`config.mk`:
```
export PLATFORM = sky130hd
export DESIGN_NAME = pipeline_hazard_ctrl
export DESIGN_NICKNAME = d
export VERILOG_FILES = /design/src/rtl/pipe_pkg.sv /design/src/rtl/hz_slot_match.sv /design/src/rtl/pipeline_hazard_ctrl.sv
export SDC_FILE = /design/constraint.sdc
export NUM_CORES = 1
export LEC_CHECK = 0
export CORE_MARGIN = 2
export CORE_UTILIZATION = 48
export CTS_BUF_LIST = sky130_fd_sc_hd__clkbuf_8
export DETAILED_ROUTE_END_ITERATION = 16
export PLACE_DENSITY = 0.78
export REMOVE_ABC_BUFFERS = 1
export SLEW_MARGIN = 20
export SYNTH_ARGS = -nofsm -noshare
export SYNTH_HDL_FRONTEND = slang
export SYNTH_SLANG_ARGS = --single-unit
```
`constraint.sdc`:
```
create_clock -name clk -period 2.7 [get_ports clk]
set_clock_uncertainty 0.2 [all_clocks]
set_input_delay 0.81 -clock clk [delete_from_list [all_inputs] [get_ports clk]]
set_output_delay 0.81 -clock clk [all_outputs]
set_load 0.02 [all_outputs]
```
`src/rtl/pipe_pkg.sv`:
```
// Shared types for the pipeline hazard/forwarding controller.
package pipe_pkg;

    // Default register-index width; the controller can override it.
    localparam int unsigned REG_AW_DEF = 5;

    // EXE operand source selects.
    typedef enum logic [1:0] {
        FWD_REG = 2'd0,
        FWD_MEM = 2'd1,
        FWD_WB  = 2'd2
    } fwd_sel_e;

    // Shadow-slot control flags. The destination index stays outside the
    // struct because its width follows the controller's REG_AW parameter.
    typedef struct packed {
        logic valid;
        logic wb_en;
        logic mem_read;
    } slot_ctl_t;

endpackage

```
`src/rtl/hz_slot_match.sv`:
```
// Compares one shadow slot's destination against one source index.
module hz_slot_match
    import pipe_pkg::*;
#(
    parameter int unsigned REG_AW       = REG_AW_DEF,
    parameter int unsigned R0_HARDWIRED = 1
) (
    input  logic              slot_valid,
    input  logic              slot_wb_en,
    input  logic [REG_AW-1:0] slot_dest,
    input  logic [REG_AW-1:0] src,
    output logic              hit
);

    // A live register writer targeting src; r0 never matches when hardwired.
    always_comb begin
        hit = slot_valid && slot_wb_en && (src == slot_dest);
        if ((R0_HARDWIRED != 0) && (src == '0)) begin
            hit = 1'b0;
        end
    end

endmodule

```
`src/rtl/pipeline_hazard_ctrl.sv`:
```
// Hazard detection, load-latency freeze, branch flush and EXE forwarding
// selects for the 5-stage pipeline, driven from a shadow copy of EX/MEM/WB.
module pipeline_hazard_ctrl
    import pipe_pkg::*;
#(
    parameter int unsigned REG_AW       = REG_AW_DEF,
    parameter int unsigned MEM_LATENCY  = 1,
    parameter int unsigned R0_HARDWIRED = 1,
    parameter int unsigned STAT_W       = 16
) (
    input  logic              clk,
    input  logic              rst,
    input  logic              fwd_en,
    input  logic              id_valid,
    input  logic [REG_AW-1:0] id_src1,
    input  logic [REG_AW-1:0] id_src2,
    input  logic              id_uses_src2,
    input  logic              id_wb_en,
    input  logic              id_mem_read,
    input  logic [REG_AW-1:0] id_dest,
    input  logic              br_taken,
    output logic              id_stall,
    output logic              pipe_stall,
    output logic              flush,
    output logic [1:0]        fwd_a_sel,
    output logic [1:0]        fwd_b_sel,
    output logic [STAT_W-1:0] stall_cnt
);

    localparam int unsigned WAIT_W = (MEM_LATENCY > 1) ? $clog2(MEM_LATENCY) : 1;
    localparam logic [WAIT_W-1:0] LOAD_VAL = WAIT_W'(MEM_LATENCY - 1);

    slot_ctl_t         ex_ctl_q, ex_ctl_d, mem_ctl_q, mem_ctl_d, wb_ctl_q, wb_ctl_d;
    logic [REG_AW-1:0] ex_dest_q, ex_dest_d, mem_dest_q, mem_dest_d, wb_dest_q, wb_dest_d;
    logic [REG_AW-1:0] ex_src1_q, ex_src1_d, ex_src2_q, ex_src2_d;
    logic              ex_uses_src2_q, ex_uses_src2_d;
    logic [WAIT_W-1:0] wait_q, wait_d;
    logic [STAT_W-1:0] stall_cnt_q, stall_cnt_d;

    logic id_ex_hit1, id_ex_hit2, id_mem_hit1, id_mem_hit2;
    logic ex_mem_hit1, ex_mem_hit2, ex_wb_hit1, ex_wb_hit2;
    logic hazard_w, id_stall_w, pipe_stall_w, flush_w;
    fwd_sel_e fwd_a_w, fwd_b_w;

    // ID sources against the EX and MEM slots (stall detection).
    hz_slot_match #(.REG_AW(REG_AW), .R0_HARDWIRED(R0_HARDWIRED)) u_id_ex1 (
        .slot_valid(ex_ctl_q.valid), .slot_wb_en(ex_ctl_q.wb_en),
        .slot_dest(ex_dest_q), .src(id_src1), .hit(id_ex_hit1));
    hz_slot_match #(.REG_AW(REG_AW), .R0_HARDWIRED(R0_HARDWIRED)) u_id_ex2 (
        .slot_valid(ex_ctl_q.valid), .slot_wb_en(ex_ctl_q.wb_en),
        .slot_dest(ex_dest_q), .src(id_src2), .hit(id_ex_hit2));
    hz_slot_match #(.REG_AW(REG_AW), .R0_HARDWIRED(R0_HARDWIRED)) u_id_mem1 (
        .slot_valid(mem_ctl_q.valid), .slot_wb_en(mem_ctl_q.wb_en),
        .slot_dest(mem_dest_q), .src(id_src1), .hit(id_mem_hit1));
    hz_slot_match #(.REG_AW(REG_AW), .R0_HARDWIRED(R0_HARDWIRED)) u_id_mem2 (
        .slot_valid(mem_ctl_q.valid), .slot_wb_en(mem_ctl_q.wb_en),
        .slot_dest(mem_dest_q), .src(id_src2), .hit(id_mem_hit2));

    // EX sources against the MEM and WB slots (forwarding).
    hz_slot_match #(.REG_AW(REG_AW), .R0_HARDWIRED(R0_HARDWIRED)) u_ex_mem1 (
        .slot_valid(mem_ctl_q.valid), .slot_wb_en(mem_ctl_q.wb_en),
        .slot_dest(mem_dest_q), .src(ex_src1_q), .hit(ex_mem_hit1));
    hz_slot_match #(.REG_AW(REG_AW), .R0_HARDWIRED(R0_HARDWIRED)) u_ex_mem2 (
        .slot_valid(mem_ctl_q.valid), .slot_wb_en(mem_ctl_q.wb_en),
        .slot_dest(mem_dest_q), .src(ex_src2_q), .hit(ex_mem_hit2));
    hz_slot_match #(.REG_AW(REG_AW), .R0_HARDWIRED(R0_HARDWIRED)) u_ex_wb1 (
        .slot_valid(wb_ctl_q.valid), .slot_wb_en(wb_ctl_q.wb_en),
        .slot_dest(wb_dest_q), .src(ex_src1_q), .hit(ex_wb_hit1));
    hz_slot_match #(.REG_AW(REG_AW), .R0_HARDWIRED(R0_HARDWIRED)) u_ex_wb2 (
        .slot_valid(wb_ctl_q.valid), .slot_wb_en(wb_ctl_q.wb_en),
        .slot_dest(wb_dest_q), .src(ex_src2_q), .hit(ex_wb_hit2));

    // Stall, freeze and flush decisions for the current cycle.
    always_comb begin
        logic dep_ex, dep_mem;
        dep_ex  = id_ex_hit1  || (id_uses_src2 && id_ex_hit2);
        dep_mem = id_mem_hit1 || (id_uses_src2 && id_mem_hit2);
        if (fwd_en) begin
            hazard_w = id_valid && ex_ctl_q.mem_read && dep_ex;
        end else begin
            hazard_w = id_valid && (dep_ex || dep_mem);
        end
        pipe_stall_w = (wait_q != '0);
        // A taken branch kills the ID instruction, so its hazard is moot.
        id_stall_w   = hazard_w && !br_taken && !pipe_stall_w;
        // A frozen branch is re-presented and flushes once the freeze lifts.
        flush_w      = br_taken && !pipe_stall_w && !rst;
    end

    // Operand forwarding selects; MEM beats WB, a load in MEM cannot forward.
    always_comb begin
        fwd_a_w = FWD_REG;
        fwd_b_w = FWD_REG;
        if (fwd_en) begin
            if (ex_mem_hit1 && !mem_ctl_q.mem_read) begin
                fwd_a_w = FWD_MEM;
            end else if (ex_wb_hit1) begin
                fwd_a_w = FWD_WB;
            end
            if (ex_uses_src2_q) begin
                if (ex_mem_hit2 && !mem_ctl_q.mem_read) begin
                    fwd_b_w = FWD_MEM;
                end else if (ex_wb_hit2) begin
                    fwd_b_w = FWD_WB;
                end
            end
        end
    end

    // Shadow-slot advance, load wait counter and stall statistics.
    always_comb begin
        ex_ctl_d       = ex_ctl_q;
        ex_dest_d      = ex_dest_q;
        ex_src1_d      = ex_src1_q;
        ex_src2_d      = ex_src2_q;
        ex_uses_src2_d = ex_uses_src2_q;
        mem_ctl_d      = mem_ctl_q;
        mem_dest_d     = mem_dest_q;
        wb_ctl_d       = wb_ctl_q;
        wb_dest_d      = wb_dest_q;
        wait_d         = wait_q;
        stall_cnt_d    = stall_cnt_q;

        if (pipe_stall_w) begin
            wait_d = wait_q - WAIT_W'(1);
        end else begin
            wb_ctl_d   = mem_ctl_q;
            wb_dest_d  = mem_dest_q;
            mem_ctl_d  = ex_ctl_q;
            mem_dest_d = ex_dest_q;
            if (ex_ctl_q.valid && ex_ctl_q.mem_read) begin
                wait_d = LOAD_VAL;
            end
            if (id_stall_w || flush_w || !id_valid) begin
                ex_ctl_d       = '0;
                ex_dest_d      = '0;
                ex_src1_d      = '0;
                ex_src2_d      = '0;
                ex_uses_src2_d = 1'b0;
            end else begin
                ex_ctl_d       = '{valid: 1'b1, wb_en: id_wb_en, mem_read: id_mem_read};
                ex_dest_d      = id_dest;
                ex_src1_d      = id_src1;
                ex_src2_d      = id_src2;
                ex_uses_src2_d = id_uses_src2;
            end
        end

        if ((id_stall_w || pipe_stall_w) && (stall_cnt_q != '1)) begin
            stall_cnt_d = stall_cnt_q + STAT_W'(1);
        end
    end

    // State registers, cleared asynchronously.
    always_ff @(posedge clk or posedge rst) begin
        if (rst) begin
            ex_ctl_q       <= '0;
            ex_dest_q      <= '0;
            ex_src1_q      <= '0;
            ex_src2_q      <= '0;
            ex_uses_src2_q <= 1'b0;
            mem_ctl_q      <= '0;
            mem_dest_q     <= '0;
            wb_ctl_q       <= '0;
            wb_dest_q      <= '0;
            wait_q         <= '0;
            stall_cnt_q    <= '0;
        end else begin
            ex_ctl_q       <= ex_ctl_d;
            ex_dest_q      <= ex_dest_d;
            ex_src1_q      <= ex_src1_d;
            ex_src2_q      <= ex_src2_d;
            ex_uses_src2_q <= ex_uses_src2_d;
            mem_ctl_q      <= mem_ctl_d;
            mem_dest_q     <= mem_dest_d;
            wb_ctl_q       <= wb_ctl_d;
            wb_dest_q      <= wb_dest_d;
            wait_q         <= wait_d;
            stall_cnt_q    <= stall_cnt_d;
        end
    end

    assign id_stall   = id_stall_w;
    assign pipe_stall = pipe_stall_w;
    assign flush      = flush_w;
    assign fwd_a_sel  = fwd_a_w;
    assign fwd_b_sel  = fwd_b_w;
    assign stall_cnt  = stall_cnt_q;

endmodule

```
==> results of run 1 <==
per-layer routing:
metal | GRT usage [%] | part of all wire (%) | up-vias | wire length [µm]
met5 | 0 | 0 | - | 0
met4 | 7.071 | 3.5 | 0 | 189
met3 | 3.292 | 3.0 | 15 | 164
met2 | 34.63 | 52 | 40 | 2833
met1 | 27.41 | 42 | 880 | 2290
li1 | - | - | 848 | -
placed cells by master, fill, tap and decap left out, types with 2 or more instances in the layout:
master           count
dfrtp_2              3
clkbuf_2             3
nor2_4               3
nand4_1             13
inv_1                4
dfrtp_1             47
dlymetal6s2s_1       2
buf_2                6
clkbuf_8             5
buf_6               13
nand2_1              4
nor4_2               5
and2_1              20
xor2_1              14
clkdlybuf4s50_1     25
xnor2_2              7
nor2_1               4
buf_4               31
nand3_1              9
or4_4                4
and3_1               7
xnor2_1             32
metrics by stage:
step | setup TNS, ns | instance area [µm²] | setup slack, ns | hold WS [ns] | total power, µW
floorplan | -0.9738 | 2285 | -0.1667 | 0.1468 | 904.5
global route | -1.429 | 3385 | -0.5216 | 0.1986 | 1606
CTS | -2.898 | 3262 | -0.4738 | 0.1828 | 1526
global placement | -18.89 | 3038 | -1.185 | 0.1596 | 1005
finish | -0.7180 | 3385 | -0.4752 | 0.1822 | 1546
detailed placement | -21.34 | 3038 | -1.231 | 0.1637 | 1010
cell usage after synthesis:
cell / n / area [µm²]
nand2_1: 4 / 15.01
and2_1: 20 / 125.1
mux2_2: 1 / 11.26
ha_1: 1 / 12.51
and3_1: 7 / 43.79
nand4_1: 13 / 81.33
conb_1: 1 / 3.750
and4_1: 1 / 8.760
or4_1: 5 / 37.54
nor3b_4: 1 / 18.77
and4b_1: 1 / 10.01
nor2_1: 7 / 26.28
dfrtp_1: 50 / 1251
xnor2_1: 40 / 350.3
xor2_1: 14 / 122.6
nand3_1: 10 / 50.05
nand2_2: 1 / 6.260
nor4b_1: 1 / 8.760
nor4_1: 7 / 43.79
buf_4: 3 / 22.52
a21oi_1: 1 / 5.000
mux2i_1: 1 / 10.01
o221ai_2: 1 / 15.01
inv_1: 3 / 11.26
o21ai_1: 2 / 10.01
nor2b_1: 1 / 6.260
critical path, delay by kind of cell:
| family | cells | cell delay, ns |
|---|---|---|
| AND/OR/NAND/NOR | 3 | 0.73 |
| AO/OA/AOI/OAI | 2 | 0.40 |
| buffers and inverters | 2 | 0.24 |
cells by family (layout without fill, tap and decap cells):
kind of cell	count (synthesis)	after routing
adders and majority gates	1	1
other	1	1
buffers and inverters	6	93
AOI/OAI and AO/OA	4	4
muxes	2	2
and+or+nand+nor	79	79
xor gates and xnor gates	54	54
DFF	50	50
power groups by stage:
stage	logic [µW]	clock network [µW]	registers [µW]
floorplan	87.9	0	817
global placement	187	0	819
detailed placement	190	0	820
CTS	211	509	806
global route	253	538	814
finish	236	500	810
how the worst min path moves through the flow:
stage	start	to	slack, ns
detailed placement	mem_ctl_q[1]$_DFF_PP0_	wb_ctl_q[1]$_DFF_PP0_	0.16
finish	mem_ctl_q[1]$_DFF_PP0_	wb_ctl_q[1]$_DFF_PP0_	0.18
floorplan	ex_ctl_q[2]$_DFF_PP0_	mem_ctl_q[2]$_DFF_PP0_	0.15
CTS	mem_ctl_q[1]$_DFF_PP0_	wb_ctl_q[1]$_DFF_PP0_	0.18
global placement	mem_ctl_q[1]$_DFF_PP0_	wb_ctl_q[1]$_DFF_PP0_	0.16
global route	mem_ctl_q[1]$_DFF_PP0_	wb_ctl_q[1]$_DFF_PP0_	0.20
registers in the layout (all words and copies together) (netlist names):
register        flops
wb_ctl_q            2
stall_cnt          16
ex_dest_q           5
wb_dest_q           5
ex_uses_src2_q      1
ex_ctl_q            3
ex_src1_q           5
mem_ctl_q           3
mem_dest_q          5
ex_src2_q           5
final cells by class:
class / count / area [µm²]
sequential: 50 / 1255
timing repair buffer: 82 / 728.2
clock buffer: 5 / 68.82
inverter: 3 / 11.26
clock inverter: 3 / 37.54
multi-input combinational: 141 / 1216
tap: 54 / 67.56
fill: 308 / 1308
timing repair:
action                                  in CTS  in global routing
pin swaps                                   17                 20
endpoints found under the setup margin      40                 38
gates resized for setup                     85                 34
buffers inserted                             7                  0
gates cloned                                 0                  1
==> impl_metrics.csv, run 1 <==
group,metric,value,unit
timing,fmax,314.9,MHz
grt,grt_pass1_wl,8383,µm
detailed_routing,drc_errors,0,
power_and_ir_drop,p_int,1178,µW
detailed_routing,totalWireLength,5478,µm
grt,antenna_found_initial,0,
worst_setup_path,crit_end,"id_stall",
finish,drive_gt1_share,33.10,%
logic_synthesis,yosys_warnings,0,
timing,slew_viol_final,0,
logic_synthesis,synth_mux_area_share,0.9219,%
worst_setup_path,worstSetupStartpointType,"input pin",
timing,finalHoldViolCount,0,
detailed_routing,ant_nets,0,
logic_synthesis,syn_inst,197,
power_and_ir_drop,swShare,23.78,%
floorplan,dieArea,5377,µm²
clock_network,ctsHoldBuffers,0,
floorplan,coreArea,4692,µm²
worst_setup_path,arrival,2.17,ns
logic_synthesis,synthAdderAreaFrac,0.5423,%
worst_setup_path,path_max_fanout,2,
grt,overflow,0,
worst_setup_path,rr_startpoint,"mem_dest_q[1]$_DFF_PP0_",
power_and_ir_drop,ir_drop,308.8,µV
worst_setup_path,worstSetupPathType,"in2out",
floorplan,die_h,73.33,µm
clock_network,cts_tree,"yes",
timing,rsz0062_at_grt,"yes",
grt,grt_pass1_vias,1758,
floorplan,core.rowCount,25,
power_and_ir_drop,seq_power_share,52.4,%
logic_synthesis,synth_xor_xnor_area_share,20.50,%
power_and_ir_drop,p_clk_share,32.3,%
floorplan,initial_core_util,49.17,%
floorplan,die_x,73.33,µm
min_path,whs_path_depth,0,
logic_synthesis,synth-compound-area-share,1.302,%
clock_network,root_buffer,"clkbuf_8",
grt,grt_usage,20.64,%
detailed_routing,vias,1783,
worst_setup_path,crit_start,"id_src2[2]",
min_path,hp-class,"reg2reg",
detailed_routing,wire_per_inst,16.21,µm
clock_network,cts.htree.levels,2,
finish,fin_util,72.13,%
finish,diodes,0,
timing,final.min_clock_period,3.175,ns
worst_setup_path,slowest_delay,0.56,ns
worst_setup_path,r2r-end,"stall_cnt[4]$_DFFE_PP0P_",
logic_synthesis,synthSimpleGateAreaFrac,20.88,%
power_and_ir_drop,switchingPower,367.6,µW
logic_synthesis,synth_area,2307,µm²
clock_network,path_clk_slew,0.09,ns
finish,instances_no_fill,338,
detailed_routing,firstDrtPassIters,4,
worst_setup_path,rrSetupSlack,0.31,ns
outcome,status,"finished with violations",
clock_network,insertion_delay,0.30,ns
worst_setup_path,r2r_cells,9,
finish,fin_nets,307,
worst_setup_path,cpMaxStageDelayCell,"or4_4",
worst_setup_path,required,1.69,ns
detailed_routing,avgViaCountPerCell,5.275,
logic_synthesis,avgSynthCellArea,11.71,µm²
logic_synthesis,synth.distinct_cells,26,
grt,grt_max_degree,51,
placement,portBuffers,44,
floorplan,pin_count,46,
placement,dp_hpwl,3511,µm
logic_synthesis,synth_top_family_by_area,"simple AND/OR/NAND/NOR gates",
clock_network,clkSinkCount,50,
finish,area_growth,46.69,%
logic_synthesis,synth-seq-cells,50,
power_and_ir_drop,comb_power_share,15.3,%
power_and_ir_drop,leakage,0.001553,µW
logic_synthesis,yosysSeqAreaShare,54.23,%
clock_network,cts_buffers,5,
detailed_routing,detail_route.iter0.violations,88,
timing,fin_crit_sh,117.6,%
timing,finalWorstSetupSlack,-0.4752,ns
placement,routabilityCongestion,0.8691,
power_and_ir_drop,p_per_area,456.7,nW/µm²
worst_setup_path,crit_chain,"buf_6, or4_4, o21ai_4, nor4_4, o221ai_2, nand2_2, buf_6",
outcome,violations,"setup timing",
clock_network,clockBufferDepth,2,
run,drv_cap,0,
worst_setup_path,end_kind,"output pin",
worst_setup_path,path_common_cell,"buf_6",
placement,placed_cells_incl_taps,323,
timing,finalSetupViolations,5,
(Power assumes the default switching activity.)
==> inputs of run 2 (changes only) <==
Settings changed: CTS_CLUSTER_SIZE from default to 14.
==> results of run 2 <==
No change in the layout: final DEF, timing and power equal those of run 1.
